File: src/rtl/ascon_fsm.sv
// Control sequencer for the ASCON-128 permutation datapath: INIT, AD, PT, FINAL.
// Optional build macro ASCON_AD_SKIP_EN adds no_ad_i for the empty-associated-data mode.
module ascon_fsm #(
    parameter int NB_ROUNDS_A = 12,
    parameter int NB_ROUNDS_B = 6
) (
    input  logic       clock_i,
    input  logic       reset_i,
    input  logic       start_i,
    input  logic       data_valid_i,
    input  logic       last_block_i,
`ifdef ASCON_AD_SKIP_EN
    input  logic       no_ad_i,
`endif
    output logic [3:0] round_o,
    output logic       data_sel_o,
    output logic       en_reg_state_o,
    output logic       en_xor_data_o,
    output logic       en_xor_key_o,
    output logic       en_xor_key_end_o,
    output logic       en_xor_lsb_o,
    output logic       en_cipher_o,
    output logic       en_tag_o,
    output logic       data_ready_o,
    output logic       busy_o,
    output logic       done_o
);

    typedef enum logic [2:0] {
        IDLE, INIT, WAIT_AD, AD, WAIT_PT, PT, FINAL, DONE
    } state_t;

    // Every permutation ends on round 11; p^a and p^b differ only in the first index.
    localparam logic [3:0] RND_A_FIRST = 4'(12 - NB_ROUNDS_A);
    localparam logic [3:0] RND_B_FIRST = 4'(12 - NB_ROUNDS_B);
    localparam logic [3:0] RND_LAST    = 4'd11;

    state_t     state, state_d;
    logic [3:0] rnd, rnd_d;
    logic       last_q, last_d;

`ifdef ASCON_AD_SKIP_EN
    logic no_ad_q, no_ad_d;
`else
    localparam logic no_ad_q = 1'b0;
`endif

    // NOTE: sequential state uses non-blocking assignments so every register
    // samples pre-edge values regardless of statement order.
    always_ff @(posedge clock_i or posedge reset_i) begin
        if (reset_i) begin
            state  <= IDLE;
            rnd    <= '0;
            last_q <= 1'b0;
        end else begin
            state  <= state_d;
            rnd    <= rnd_d;
            last_q <= last_d;
        end
    end

`ifdef ASCON_AD_SKIP_EN
    always_ff @(posedge clock_i or posedge reset_i) begin
        if (reset_i) no_ad_q <= 1'b0;
        else         no_ad_q <= no_ad_d;
    end
`endif

    assign round_o = rnd;

    // NOTE: every variable driven here gets a default first, so no path
    // through the case can leave one unassigned and infer a latch.
    always_comb begin
        state_d          = state;
        rnd_d            = rnd;
        last_d           = last_q;
`ifdef ASCON_AD_SKIP_EN
        no_ad_d          = no_ad_q;
`endif
        data_sel_o       = 1'b0;
        en_reg_state_o   = 1'b0;
        en_xor_data_o    = 1'b0;
        en_xor_key_o     = 1'b0;
        en_xor_key_end_o = 1'b0;
        en_xor_lsb_o     = 1'b0;
        en_cipher_o      = 1'b0;
        en_tag_o         = 1'b0;
        data_ready_o     = 1'b0;
        busy_o           = 1'b0;
        done_o           = 1'b0;

        unique case (state)
            IDLE: begin
                if (start_i) begin
                    state_d = INIT;
                    rnd_d   = RND_A_FIRST;
`ifdef ASCON_AD_SKIP_EN
                    no_ad_d = no_ad_i;
`endif
                end
            end

            INIT: begin
                busy_o         = 1'b1;
                en_reg_state_o = 1'b1;
                // First round loads the IV/key/nonce state; later rounds feed back.
                data_sel_o     = (rnd != RND_A_FIRST);
                if (rnd == RND_LAST) begin
                    en_xor_key_end_o = 1'b1;
                    en_xor_lsb_o     = no_ad_q;
                    state_d          = no_ad_q ? WAIT_PT : WAIT_AD;
                end else begin
                    rnd_d = rnd + 4'd1;
                end
            end

            WAIT_AD: begin
                busy_o       = 1'b1;
                data_ready_o = 1'b1;
                if (data_valid_i) begin
                    last_d  = last_block_i;
                    state_d = AD;
                    rnd_d   = RND_B_FIRST;
                end
            end

            AD: begin
                busy_o         = 1'b1;
                en_reg_state_o = 1'b1;
                data_sel_o     = 1'b1;
                en_xor_data_o  = (rnd == RND_B_FIRST);
                if (rnd == RND_LAST) begin
                    en_xor_lsb_o = last_q;
                    state_d      = last_q ? WAIT_PT : WAIT_AD;
                end else begin
                    rnd_d = rnd + 4'd1;
                end
            end

            WAIT_PT: begin
                busy_o       = 1'b1;
                data_ready_o = 1'b1;
                if (data_valid_i) begin
                    last_d = last_block_i;
                    // The last plaintext block is absorbed by the first FINAL round.
                    if (last_block_i) begin
                        state_d = FINAL;
                        rnd_d   = RND_A_FIRST;
                    end else begin
                        state_d = PT;
                        rnd_d   = RND_B_FIRST;
                    end
                end
            end

            PT: begin
                busy_o         = 1'b1;
                en_reg_state_o = 1'b1;
                data_sel_o     = 1'b1;
                en_xor_data_o  = (rnd == RND_B_FIRST);
                en_cipher_o    = (rnd == RND_B_FIRST);
                if (rnd == RND_LAST) state_d = WAIT_PT;
                else                 rnd_d   = rnd + 4'd1;
            end

            FINAL: begin
                busy_o         = 1'b1;
                en_reg_state_o = 1'b1;
                data_sel_o     = 1'b1;
                if (rnd == RND_A_FIRST) begin
                    en_xor_data_o = 1'b1;
                    en_cipher_o   = 1'b1;
                    en_xor_key_o  = 1'b1;
                end
                if (rnd == RND_LAST) begin
                    en_xor_key_end_o = 1'b1;
                    en_tag_o         = 1'b1;
                    state_d          = DONE;
                    rnd_d            = '0;
                end else begin
                    rnd_d = rnd + 4'd1;
                end
            end

            DONE: begin
                done_o  = 1'b1;
                state_d = IDLE;
            end

            default: state_d = IDLE;
        endcase
    end

endmodule

File: config.mk
export PLATFORM = sky130hd
export DESIGN_NAME = ascon_fsm
export DESIGN_NICKNAME = d
export VERILOG_FILES = /design/src/rtl/ascon_fsm.sv
export SDC_FILE = /design/constraint.sdc
export NUM_CORES = 1
export LEC_CHECK = 0
export CAP_MARGIN = 0
export CORE_MARGIN = 3
export CORE_UTILIZATION = 41
export CTS_CLUSTER_DIAMETER = 80
export DETAILED_ROUTE_END_ITERATION = 7
export PLACE_DENSITY = 0.69
export SYNTH_ARGS = -nofsm -noshare
export SYNTH_HDL_FRONTEND = slang
export SYNTH_SLANG_ARGS = --single-unit
File: constraint.sdc
create_clock -name clock_i -period 1.4 [get_ports clock_i]
set_input_delay 0.28 -clock clock_i [delete_from_list [all_inputs] [get_ports clock_i]]
set_output_delay 0.28 -clock clock_i [all_outputs]
set_load 0.05 [all_outputs]
==> results_dict.tcl, run 1 <==
set metrics [dict create \
    number_of_enable_type_register_cells_in_the_synthesized_netlist 0 \
    postCtsResizedCells 29 \
    run_status "did not finish" \
    yosysSeqAreaShare_pct 28.4 \
    cts-root-to-sink-buffers 2 \
    flow.stopped_at "4_1_cts" \
    port_buffers 19 \
    boundaryPins 20 \
    postSynth.asyncResetShare_pct 100 \
    netlist_top_cells_area "sky130_fd_sc_hd__dfrtp_1 (28%), sky130_fd_sc_hd__ha_1 (5.3%), sky130_fd_sc_hd__nor3b_1 (5.3%), sky130_fd_sc_hd__a21oi_1 (5.0%), sky130_fd_sc_hd__nand3_1 (5.0%)" \
    first_error "[ERROR DPL-0038] Utilization greater than 100%, impossible to legalize" \
    initial_utilization_pct 45.2 \
    post-dp-hpwl_mm 2.02 \
    yosysTopAreaCellShare_pct 28.4 \
    tritoncts.num_buffers 3 \
    post_synth_instance_area_um2 704 \
    die_y_um 47.5 \
    die_x_extent_um 47.5 \
    clock-sinks 8 \
    synth_area_per_cell_um2 8.00 \
    ys_ff_latch 8 \
    num_rows 14 \
    synth_net_count 96 \
    postCtsHoldBufs 0 \
    netlist.top_cell.by_area "sky130_fd_sc_hd__dfrtp_1" \
    finalWeightedCongestion 0.897 \
    cells_after_synth 88 \
    cts.root.buffer_cell "sky130_fd_sc_hd__clkbuf_4" \
    synth_ff_type "sky130_fd_sc_hd__dfrtp_1" \
    unique_cell_type_count_in_the_yosys_netlist 34 \
    ctsHtreeMaxLevel 1 \
    synth-warning-count 0 \
    postCtsSetupBuffers 10 \
    place.detailed.instances 147 \
]
## synth_stat cells, types with 3 or more instances
cell type / instances
sky130_fd_sc_hd__inv_1: 7
sky130_fd_sc_hd__nor3_1: 3
sky130_fd_sc_hd__ha_1: 3
sky130_fd_sc_hd__nand2_1: 4
sky130_fd_sc_hd__nand3_1: 7
sky130_fd_sc_hd__dfrtp_1: 8
sky130_fd_sc_hd__buf_2: 3
sky130_fd_sc_hd__nor3b_1: 5
sky130_fd_sc_hd__a21oi_1: 7
sky130_fd_sc_hd__nor2_1: 7
sky130_fd_sc_hd__o21ai_0: 6
## cells by family after synthesis
group	share of synthesized area [%]
compound gates	23.1
simple gates	27.0
mux	5.15
buf+inv	8.53
fa+ha+maj	5.33
xor+xnor	2.49
flops	28.4
## metrics by stage
step                      utilization, %  setup TNS, ps  worst slack (ps)  instance area, um2
after detailed placement            87.8          -3120              -416                1370
after global placement              87.8          -2650              -367                1370
after floorplan                        -          -3670              -445                 842
==> run 2, diff against run 1 <==
- CORE_AREA: unset -> 3 3 64 66
- CORE_MARGIN: 3 -> unset
- CORE_UTILIZATION: 41 -> unset
- CTS_CLUSTER_DIAMETER: 80 -> unset
- DIE_AREA: unset -> 0 0 67 69
- PLACE_DENSITY: 0.69 -> unset
- PLACE_DENSITY_LB_ADDON: unset -> 0.15
- clock period: 1.4 -> 1.8 ns (I/O delays scaled with it)
==> results_dict.tcl, run 2 <==
set metrics [dict create \
    run_status "finished, violations left" \
    violations "negative setup slack" \
    synth-warning-count 0 \
    vdd_ir_drop_max_mv 0.521 \
    clock_latency_of_the_later_clocked_register_in_the_worst_skew_pair_ps 230 \
    firstDrtPassIters 4 \
    synth_net_count 96 \
    slew-limit-headroom_pct 75.8 \
    final_cell_count_no_fill 176 \
    multiInputGateArea_um2 584 \
    finalWeightedCongestion 0.846 \
    first_global_vias 847 \
    p_sw_share_pct 48.4 \
    cells_after_synth 88 \
    num_rows 22 \
    post-route-drc-count 0 \
    netlist_top_cells_area "sky130_fd_sc_hd__dfrtp_1 (28%), sky130_fd_sc_hd__ha_1 (5.3%), sky130_fd_sc_hd__nor3b_1 (5.3%), sky130_fd_sc_hd__a21oi_1 (5.0%), sky130_fd_sc_hd__nand3_1 (5.0%)" \
    power_mw 2.43 \
    post-route-period-util_pct 107 \
    fmaxAchievable_mhz 520 \
    yosysSeqAreaShare_pct 28.4 \
    place.detailed.instances 169 \
    initial_utilization_pct 19.4 \
    dr_total_vias 792 \
    placement.cell_area_um2 1260 \
    drt_wl_total_mm 2.22 \
    boundaryPins 20 \
    cp_max_fo 3 \
    cell_with_the_most_instances_after_synthesis "sky130_fd_sc_hd__dfrtp_1" \
    ctsHtreeMaxLevel 1 \
    flip_flop_count_of_the_largest_register_after_layout 4 \
    grt_first_pass_wirelength_mm 3.95 \
    drt-vias-per-instance 4.50 \
    number_of_antenna_diodes 0 \
    switching_power_mw 1.18 \
    layout-area-overhead-vs-synth_pct 97.9 \
    clock-sinks 8 \
    power.sequential.fraction_pct 18.4 \
    cts.root.buffer_cell "sky130_fd_sc_hd__clkbuf_8" \
    cp_data_required_time_ps 1440 \
    rsz0062_at_grt "yes" \
    clkSlewWorstSetupHoldPaths_ps 50 \
    grt.total_usage_pct 10.9 \
    power.internal_mw 1.25 \
    clkPwrFrac_pct 9.5 \
    critPathArrivalTime_ps 1560 \
    floorplan.die_area_um2 4620 \
    worst_hold_path_type "primary input to asynchronous set/reset pin" \
    synth_ff_type "sky130_fd_sc_hd__dfrtp_1" \
    setup.worst_path.end_class "primary output" \
    number_of_enable_type_register_cells_in_the_synthesized_netlist 0 \
    timing.critical_path.cells "inv_2, buf_6, ha_4, nand4_1, buf_4, o21ai_4, buf_12" \
    tritoncts.num_buffers 3 \
    start_kind "flop" \
    worstPathBufferInverterCount 4 \
    pin_slew_with_the_least_headroom_to_its_limit_ps 364 \
    cpMaxStageDelayCell "sky130_fd_sc_hd__dfrtp_2" \
    finalHoldViolations 0 \
    cts_tree "built" \
    ant_nets 0 \
    cts-root-to-sink-buffers 2 \
    post_synth_instance_area_um2 704 \
    power_leakage_nw 0.579 \
    die_y_um 69 \
    netlist.top_cell.by_area "sky130_fd_sc_hd__dfrtp_1" \
    power_density_nw_per_um2 1740 \
    unique_cell_type_count_in_the_yosys_netlist 34 \
    drv.max_cap_violation_count 0 \
    layout_min_cycle_time_ps 1920 \
    setup_ws_ps -122 \
    initial_antenna_violation_count 0 \
    post-dp-hpwl_mm 1.83 \
    grt_overflow_total 0 \
    layout.area.seq_um2 209 \
    grt_start_max_net_pins 13 \
    ys_ff_latch 8 \
    layout.cells.most_common_list "sky130_fd_sc_hd__buf_4 (24), sky130_fd_sc_hd__buf_12 (10), sky130_fd_sc_hd__dfrtp_2 (7)" \
    die_x_extent_um 67 \
    area_of_the_placeable_core_um2 3630 \
    final-setup-viol-count 6 \
    layout.cells.most_common "sky130_fd_sc_hd__buf_4" \
    stdcell_area_um2 1390 \
    drv_slew 0 \
    yosys-top-cells-count "sky130_fd_sc_hd__dfrtp_1 (8), sky130_fd_sc_hd__a21oi_1 (7), sky130_fd_sc_hd__inv_1 (7), sky130_fd_sc_hd__nand3_1 (7), sky130_fd_sc_hd__nor2_1 (7)" \
    critical-path-top-delay-family "buffers and inverters" \
    yosysTopAreaCellShare_pct 28.4 \
    port_buffers 19 \
    filler_cell_count 382 \
    final_layout_size_suffix_gt1_share_pct 55.5 \
    final_stage_net_count 137 \
    fin_skew_ps 3.02 \
    average_routed_wire_per_standard_cell_um 12.6 \
    classification_of_the_worst_setup_path "flop to primary output" \
    postSynth.asyncResetShare_pct 100 \
    synth_area_per_cell_um2 8.00 \
    critPathMaxStageDelay_ps 420 \
    share_comb_of_total_power_pct 72.1 \
    drt_iter0_markers 12 \
]
[run 2: cell counts after synthesis]
No cell type changed its count.
[run 2: worst paths after layout]
path / start / end / slack, ps / depth (start not counted)
worst max-delay path: round_o[0] / en_xor_data_o / -120 / 7
worst min-delay path: reset_i / round_o[0] / 400 / 2
worst max register to register: round_o[0] / round_o[1] / 80 / 8
worst min register to register: last_q / last_q / 550 / 1
max in group asynchronous: reset_i / state[0] / 1140 / 2
min in group clock_i: last_q / last_q / 550 / 1
[run 2: what timing repair did]
item                                    in CTS  in global routing
resized for setup                           15                  3
endpoints found under the setup margin      10                  9
hold buffers                                 0                  0
pin swaps                                    7                  1
setup buffers                                2                  1
[run 2: per-stage QoR]
stage	TNS [ps]	setup slack, ps	util, %	hold WS, ps
after floorplan	-622	-125	-	175
after global placement	-67.2	-67.2	34.6	520
after detailed placement	-95.2	-92.9	34.6	527
after CTS	-527	-174	37.8	413
after global routing	-860	-176	38.4	425
final	-371	-122	38.4	397
[run 2: routing by layer]
| layer | part of all wire, % | global-route usage (%) | routed length, um |
|---|---|---|---|
| met4 | 1.3 | 4.73 | 29 |
| met2 | 53 | 18.4 | 1180 |
| met5 | 0 | 0 | 0 |
| met3 | 1.7 | 1.47 | 38 |
| met1 | 44 | 13.2 | 978 |
[run 2: layout make-up]
type	count	share of cell area (%)
multi-input cells	67	41.9
repair buffers	42	33.4
flip-flops and latches	8	15.0
well taps	48	4.31
clock buffers	4	3.23
inverters	7	2.15
[run 2: cells by family after synthesis]
family | Yosys count | share of synthesized area (%)
AOI/OAI and AO/OA | 25 | 23.1
xor gates and xnor gates | 2 | 2.49
adders and majority gates | 3 | 5.33
buffers and inverters | 13 | 8.53
DFF | 8 | 28.4
muxes | 3 | 5.15
and+or+nand+nor | 34 | 27.0
[run 2: power groups by stage]
| stage | clock network, mW | logic [mW] | registers (mW) |
|---|---|---|---|
| 2_1_floorplan | 0 | 0.934 | 0.536 |
| 3_3_place_gp | 0 | 1.67 | 0.419 |
| 3_5_place_dp | 0 | 1.68 | 0.423 |
| 4_1_cts | 0.236 | 1.76 | 0.444 |
| 5_1_grt | 0.247 | 1.90 | 0.470 |
| 6_report | 0.231 | 1.75 | 0.447 |
No activity file was read; power rests on OpenSTA's default activity.
